$ cat src/rtl/csi_tx_packetizer.sv
// CSI-2 transmit packetizer: wraps a RAW byte stream into FS / long-line / FE packets on two byte lanes.
// The FSM state is the issue stage and the tx_* registers are the wire stage, one cycle behind it.
module csi_tx_packetizer #(
  parameter int          LINE_BYTES = 640,
  parameter int          NUM_LINES  = 480,
  parameter logic [5:0]  DATA_TYPE  = 6'h2A,
  parameter logic [1:0]  VC         = 2'd0,
  parameter int          LP_GAP     = 16
) (
  input  logic        clk,
  input  logic        reset,
  input  logic        start_frame,
  input  logic [15:0] pix_dat,
  input  logic        pix_vld,
  output logic        pix_rdy,
  output logic [15:0] tx_dat,
  output logic        tx_vld,
  output logic        busy,
  output logic [15:0] frame_num,
  output logic        underrun
);

  typedef enum logic [2:0] {
    S_IDLE, S_GAP, S_SYNC, S_HDR0, S_HDR1, S_PAY, S_CRC
  } state_t;

  typedef enum logic [1:0] {P_FS, P_LINE, P_FE} pkt_t;

  localparam logic [15:0] LINE_WC   = 16'(LINE_BYTES);
  localparam logic [15:0] LAST_BYTE = 16'(LINE_BYTES - 2);
  localparam logic [11:0] LAST_LINE = 12'(NUM_LINES - 1);
  localparam logic [15:0] GAP_LAST  = 16'(LP_GAP - 1);

  // Hamming parity masks over the 24-bit header {WC, DI}, one mask per ECC bit.
  function automatic logic [5:0] hdr_ecc(input logic [23:0] d);
    logic [5:0] p;
    p[0] = ^(d & 24'hF12CB7);
    p[1] = ^(d & 24'hF2555B);
    p[2] = ^(d & 24'h749A6D);
    p[3] = ^(d & 24'hB8E38E);
    p[4] = ^(d & 24'hDF03F0);
    p[5] = ^(d & 24'hEFFC00);
    return p;
  endfunction

  // Reflected CCITT update over one beat: byte0 then byte1, each LSB first.
  function automatic logic [15:0] crc_beat(input logic [15:0] crc, input logic [15:0] dat);
    logic [15:0] c;
    c = crc;
    for (int i = 0; i < 16; i++) begin
      c = (c[0] ^ dat[i]) ? ((c >> 1) ^ 16'h8408) : (c >> 1);
    end
    return c;
  endfunction

  state_t      state_q, state_d;
  pkt_t        pkt_q, pkt_d;
  logic [15:0] gap_cnt_q, gap_cnt_d;
  logic [11:0] line_cnt_q, line_cnt_d;
  logic [15:0] byte_cnt_q, byte_cnt_d;
  logic [15:0] crc_q, crc_d;
  logic [15:0] frame_num_q, frame_num_d;
  logic        underrun_q, underrun_d;
  logic [15:0] tx_dat_q, tx_dat_d;
  logic        tx_vld_q, tx_vld_d;
  logic        pix_rdy_q, pix_rdy_d;
  logic        busy_q, busy_d;

  logic [7:0]  di;
  logic [15:0] wc;
  logic [5:0]  ecc;
  logic [15:0] beat_dat;

  always_comb begin
    case (pkt_q)
      P_FS:    di = {VC, 6'h00};
      P_FE:    di = {VC, 6'h01};
      default: di = {VC, DATA_TYPE};
    endcase
    wc  = (pkt_q == P_LINE) ? LINE_WC : frame_num_q;
    ecc = hdr_ecc({wc, di});
  end

  // A missing pixel beat still occupies its slot so the line length never changes.
  assign beat_dat = pix_vld ? pix_dat : 16'h0000;

  always_comb begin
    state_d     = state_q;
    pkt_d       = pkt_q;
    gap_cnt_d   = gap_cnt_q;
    line_cnt_d  = line_cnt_q;
    byte_cnt_d  = byte_cnt_q;
    crc_d       = crc_q;
    frame_num_d = frame_num_q;
    underrun_d  = underrun_q;
    tx_dat_d    = 16'h0000;
    tx_vld_d    = 1'b0;

    case (state_q)
      S_IDLE: begin
        line_cnt_d = '0;
        byte_cnt_d = '0;
        if (start_frame && !busy_q) begin
          frame_num_d = (frame_num_q == 16'hFFFF) ? 16'h0001 : frame_num_q + 16'd1;
          underrun_d  = 1'b0;
          pkt_d       = P_FS;
          // The accept cycle already shows idle on the wire, so the first gap starts one count in.
          gap_cnt_d   = 16'd1;
          state_d     = S_GAP;
        end
      end
      S_GAP: begin
        if (gap_cnt_q >= GAP_LAST) state_d = S_SYNC;
        else                       gap_cnt_d = gap_cnt_q + 16'd1;
      end
      S_SYNC: begin
        tx_vld_d = 1'b1;
        tx_dat_d = 16'hB8B8;
        state_d  = S_HDR0;
      end
      S_HDR0: begin
        tx_vld_d = 1'b1;
        tx_dat_d = {wc[7:0], di};
        state_d  = S_HDR1;
      end
      S_HDR1: begin
        tx_vld_d   = 1'b1;
        tx_dat_d   = {2'b00, ecc, wc[15:8]};
        crc_d      = 16'hFFFF;
        byte_cnt_d = '0;
        gap_cnt_d  = '0;
        case (pkt_q)
          P_FS: begin
            pkt_d   = P_LINE;
            state_d = S_GAP;
          end
          P_FE:    state_d = S_IDLE;
          default: state_d = S_PAY;
        endcase
      end
      S_PAY: begin
        tx_vld_d   = 1'b1;
        tx_dat_d   = beat_dat;
        crc_d      = crc_beat(crc_q, beat_dat);
        byte_cnt_d = byte_cnt_q + 16'd2;
        if (!pix_vld) underrun_d = 1'b1;
        if (byte_cnt_q == LAST_BYTE) state_d = S_CRC;
      end
      S_CRC: begin
        tx_vld_d   = 1'b1;
        tx_dat_d   = crc_q;
        line_cnt_d = line_cnt_q + 12'd1;
        gap_cnt_d  = '0;
        if (line_cnt_q == LAST_LINE) pkt_d = P_FE;
        state_d    = S_GAP;
      end
      default: state_d = S_IDLE;
    endcase

    pix_rdy_d = (state_d == S_PAY);
    // Held through the wire cycle of the FE's HDR1, which trails the FSM by one cycle.
    busy_d    = (state_d != S_IDLE) || (state_q != S_IDLE);
  end

  always_ff @(posedge clk or posedge reset) begin
    if (reset) begin
      state_q     <= S_IDLE;
      pkt_q       <= P_FS;
      gap_cnt_q   <= '0;
      line_cnt_q  <= '0;
      byte_cnt_q  <= '0;
      crc_q       <= 16'hFFFF;
      frame_num_q <= '0;
      underrun_q  <= 1'b0;
      tx_dat_q    <= '0;
      tx_vld_q    <= 1'b0;
      pix_rdy_q   <= 1'b0;
      busy_q      <= 1'b0;
    end else begin
      state_q     <= state_d;
      pkt_q       <= pkt_d;
      gap_cnt_q   <= gap_cnt_d;
      line_cnt_q  <= line_cnt_d;
      byte_cnt_q  <= byte_cnt_d;
      crc_q       <= crc_d;
      frame_num_q <= frame_num_d;
      underrun_q  <= underrun_d;
      tx_dat_q    <= tx_dat_d;
      tx_vld_q    <= tx_vld_d;
      pix_rdy_q   <= pix_rdy_d;
      busy_q      <= busy_d;
    end
  end

  assign pix_rdy   = pix_rdy_q;
  assign tx_dat    = tx_dat_q;
  assign tx_vld    = tx_vld_q;
  assign busy      = busy_q;
  assign frame_num = frame_num_q;
  assign underrun  = underrun_q;

endmodule

$ cat config.mk
export PLATFORM = sky130hd
export DESIGN_NAME = csi_tx_packetizer
export DESIGN_NICKNAME = d
export VERILOG_FILES = /design/src/rtl/csi_tx_packetizer.sv
export SDC_FILE = /design/constraint.sdc
export NUM_CORES = 1
export LEC_CHECK = 0
export BUFFER_PORTS_ARGS = -buffer_cell sky130_fd_sc_hd__buf_2
export CAP_MARGIN = 25
export CELL_PAD_IN_SITES_DETAIL_PLACEMENT = 1
export CELL_PAD_IN_SITES_GLOBAL_PLACEMENT = 2
export CORE_ASPECT_RATIO = 0.9
export CORE_MARGIN = 10
export CORE_UTILIZATION = 41
export CTS_BUF_LIST = sky130_fd_sc_hd__clkbuf_8 sky130_fd_sc_hd__clkbuf_16
export CTS_CLUSTER_DIAMETER = 80
export DETAILED_ROUTE_END_ITERATION = 16
export PLACE_DENSITY = 0.95
export REMOVE_ABC_BUFFERS = 1
export SETUP_SLACK_MARGIN = 0.15
export SYNTH_ARGS = -nofsm -noshare
export SYNTH_HDL_FRONTEND = slang
export SYNTH_SLANG_ARGS = --single-unit
export TNS_END_PERCENT = 5
$ cat constraint.sdc
create_clock -name clk -period 5.35 [get_ports clk]
set_input_delay 0.2675 -clock clk [delete_from_list [all_inputs] [get_ports clk]]
set_output_delay 0.2675 -clock clk [all_outputs]
set_load 0.005 [all_outputs]
==> summary.md <==
| Metric | Value |
|---|---|
| Initial Util | `42.5%` |
| Post-synthesis cell count | `602` |
| Worst Skew | `0.00995 ns` |
| CTS resizes | `0` |
| Failing checks | `negative hold slack` |
| Yosys reg bits | `100` |
| Post-Syn Area | `5740 um^2` |
| RePlAce Congestion | `0.846` |
| EDFF count, synth | `0` |
| Worst Reg-to-Reg Cells | `6` |
| Crit Reg-Reg Startpoint | `state_q[2]` |
| Place WS | `2.60 ns` |
| DIE HEIGHT | `132 um` |
| Ys async rst share | `100%` |
| CTS tree | `yes` |
| Setup TNS | `0 ns` |
| Reg2Reg Setup Slack | `2.56 ns` |
| First-pass GRT wire length | `26700 um` |
| Status | `finished with violations` |
| Slew Viols, Final | `0` |
| Port buffer count | `55` |
| Final Cycle Share | `52.2%` |
| Crit. End Element | `register` |
| Worst Path Max Fanout | `18` |
| Sequential share of the synthesized area | `44.0%` |
| Vias in the first global route | `4971` |
| Die Area | `19100 um^2` |
| Placed insts | `796` |
| Synth top area share | `36.6%` |
| Min Tclk post-route | `2.79 ns` |
| Global route overflow | `0` |
| Post-route ant nets | `0` |
| Synth cell types | `55` |
| Nets | `663` |
| Final Hold Fails | `24` |
| Initial DRC count | `291` |
| Worst hold path type | `in2async` |
| Clock root cell | `clkbuf_16` |
| Unrepaired setup endpoints after global routing | `no` |
| Commonest non-fill, non-tap cell in the layout | `dfrtp_1` |
| Max Cap Viol | `0` |
| Post-synth top flop | `dfrtp_1` |
| Fmax | `358 MHz` |
| Drt wl/cell | `19.8 um` |
| Startpoint Class | `register` |
| DP HPWL | `11700 um` |
| I/O pins | `56` |
| Post-DR vias/cell | `5.64` |
| Syn Area/Cell | `9.53 um^2` |
| Most frequent cells in the layout | `84 x dfrtp_1, 66 x nand2_1, 58 x xnor2_1` |
| PnR worst setup slack | `2.56 ns` |
| Initial antenna violation count | `0` |
| Leak | `2.90 nW` |
| Largest net degree at the start of global routing | `55` |
| H-tree Lvls | `3` |
| Top post-synthesis cells by area | `dfrtp_1 37%, xnor2_1 8.9%, dfstp_2 7.3%` |
| DRT Wirelength | `16100 um` |
| Worst EP required | `5.64 ns` |
| # DRC | `0` |
| DR vias | `4578` |
| Yosys warns | `0` |
| Die Width | `145 um` |
| Synth-to-Final Area Change | `11.3%` |
| Worst slew margin | `51.6%` |
| Total CTS buffers | `9` |
| Num Clock Sinks | `100` |
| Worst Setup Path Type | `reg2reg` |
| Core Rows | `40` |
| Peak supply drop | `0.380 mV` |
| # fillers | `1572` |
| Postcts setup bufs | `0` |
| Hold_ws | `-0.0124 ns` |
| Share of cells above drive strength 1 | `16.5%` |
| Drt first pass iters | `4` |
| Tightest Pin Transition | `0.726 ns` |
| Clock edge transition at the registers on the reported setup and hold paths | `0.07 ns` |
| Area leader, netlist | `dfrtp_1` |
| Worst Path Arrival | `3.08 ns` |
| Power Dens Cells | `520 nW/um^2` |
| Clock Path Buffers | `2` |
| Non-Filler Instances | `812` |
| Cts hold-fix bufs | `0` |
| Final setup viols | `0` |
| Gr usage total | `17.5%` |
| Clk_lat worst skew | `0.36 ns` |
| Reg-to-Reg End | `tx_dat[14]` |
| Diode count | `0` |
| Core box area | `13500 um^2` |
[registers in the layout, summed over array words and instances (netlist names)]
signal,flops
crc_q,16
frame_num,16
gap_cnt_q,16
tx_dat,16
byte_cnt_q,15
line_cnt_q,12
state_q,3
pkt_q,2
busy,1
pix_rdy,1
tx_vld,1
underrun,1
[layer usage]
layer / global-route usage (%) / part of all wire (%) / vias up
met5: 0 / 0 / -
met4: 4.77 / 2.0 / 0
met3: 4.97 / 5.4 / 23
met2: 27.0 / 47 / 109
met1: 23.3 / 46 / 2296
li1: - / - / 2150
[layout make-up]
cell class	count	area, um^2	share of cell area (%)
inverters	9	36.3	0.568
well taps	168	210	3.29
flip-flops and latches	100	2520	39.5
clock inverters	4	16.3	0.255
multi-input cells	461	3030	47.5
repair buffers	58	298	4.66
clock buffers	12	267	4.17
[worst max-delay path: stages, from the launching register on]
cell and delay, ns:
dfrtp_1 0.67, inv_1 0.36, nor2_1 0.57, buf_4 0.30, and2_1 0.49, a22oi_1 0.20
nand2_1 0.11
[cell usage after synthesis, types with 9 or more instances]
cell type	n
a21oi_1	23
a22oi_1	10
and2_1	16
clkbuf_1	20
dfrtp_1	84
dfstp_2	16
inv_1	9
nand2_1	66
nand3_1	28
nand4_1	20
nor2_1	55
o21ai_0	53
xnor2_1	58
xor2_1	33
[where the power goes]
| group | switching (W) | leakage, nW | internal (W) |
|---|---|---|---|
| sequential | 0.000206 | 1.32 | 0.000922 |
| clock | 0.000285 | 0.152 | 0.000348 |
| combinational | 0.000808 | 1.43 | 0.000750 |
| total | 0.00130 | 2.90 | 0.00202 |
[how the worst max path moves through the flow]
| stage | startpoint | to | slack (ns) | cells after the start |
|---|---|---|---|---|
| global route | state_q[2] | tx_dat[14] | 2.27 | 6 |
| floorplan | reset | busy | 2.49 | 1 |
| global placement | state_q[2] | tx_dat[8] | 2.80 | 6 |
| CTS | state_q[2] | tx_dat[14] | 2.57 | 6 |
| detailed placement | state_q[2] | tx_dat[14] | 2.60 | 6 |
| finish | state_q[2] | tx_dat[14] | 2.56 | 6 |
[per-stage QoR]
step / power, W / hold slack (ns) / cell area, um^2 / util (%)
floorplan: 0.00233 / 0.394 / 5590 / -
detailed placement: 0.00269 / 0.383 / 6100 / 45.1
global route: 0.00356 / 0.0343 / 6380 / 47.2
CTS: 0.00335 / 0.00738 / 6380 / 47.2
global placement: 0.00262 / 0.380 / 6100 / 45.1
finish: 0.00332 / -0.0124 / 6380 / 47.2
[kinds of logic (layout without fill, tap and decap cells)]
family,Yosys count,after routing,synth area share (%)
AO/OA/AOI/OAI,123,123,13.0
flip-flops,100,100,44.0
XOR/XNOR,106,106,19.4
multiplexers,4,4,0.698
AND/OR/NAND/NOR,224,224,18.9
adder cells (fa/ha/maj),4,4,0.872
buffers and inverters,41,83,3.14
Note: power is estimated with default switching activity, not from simulation.
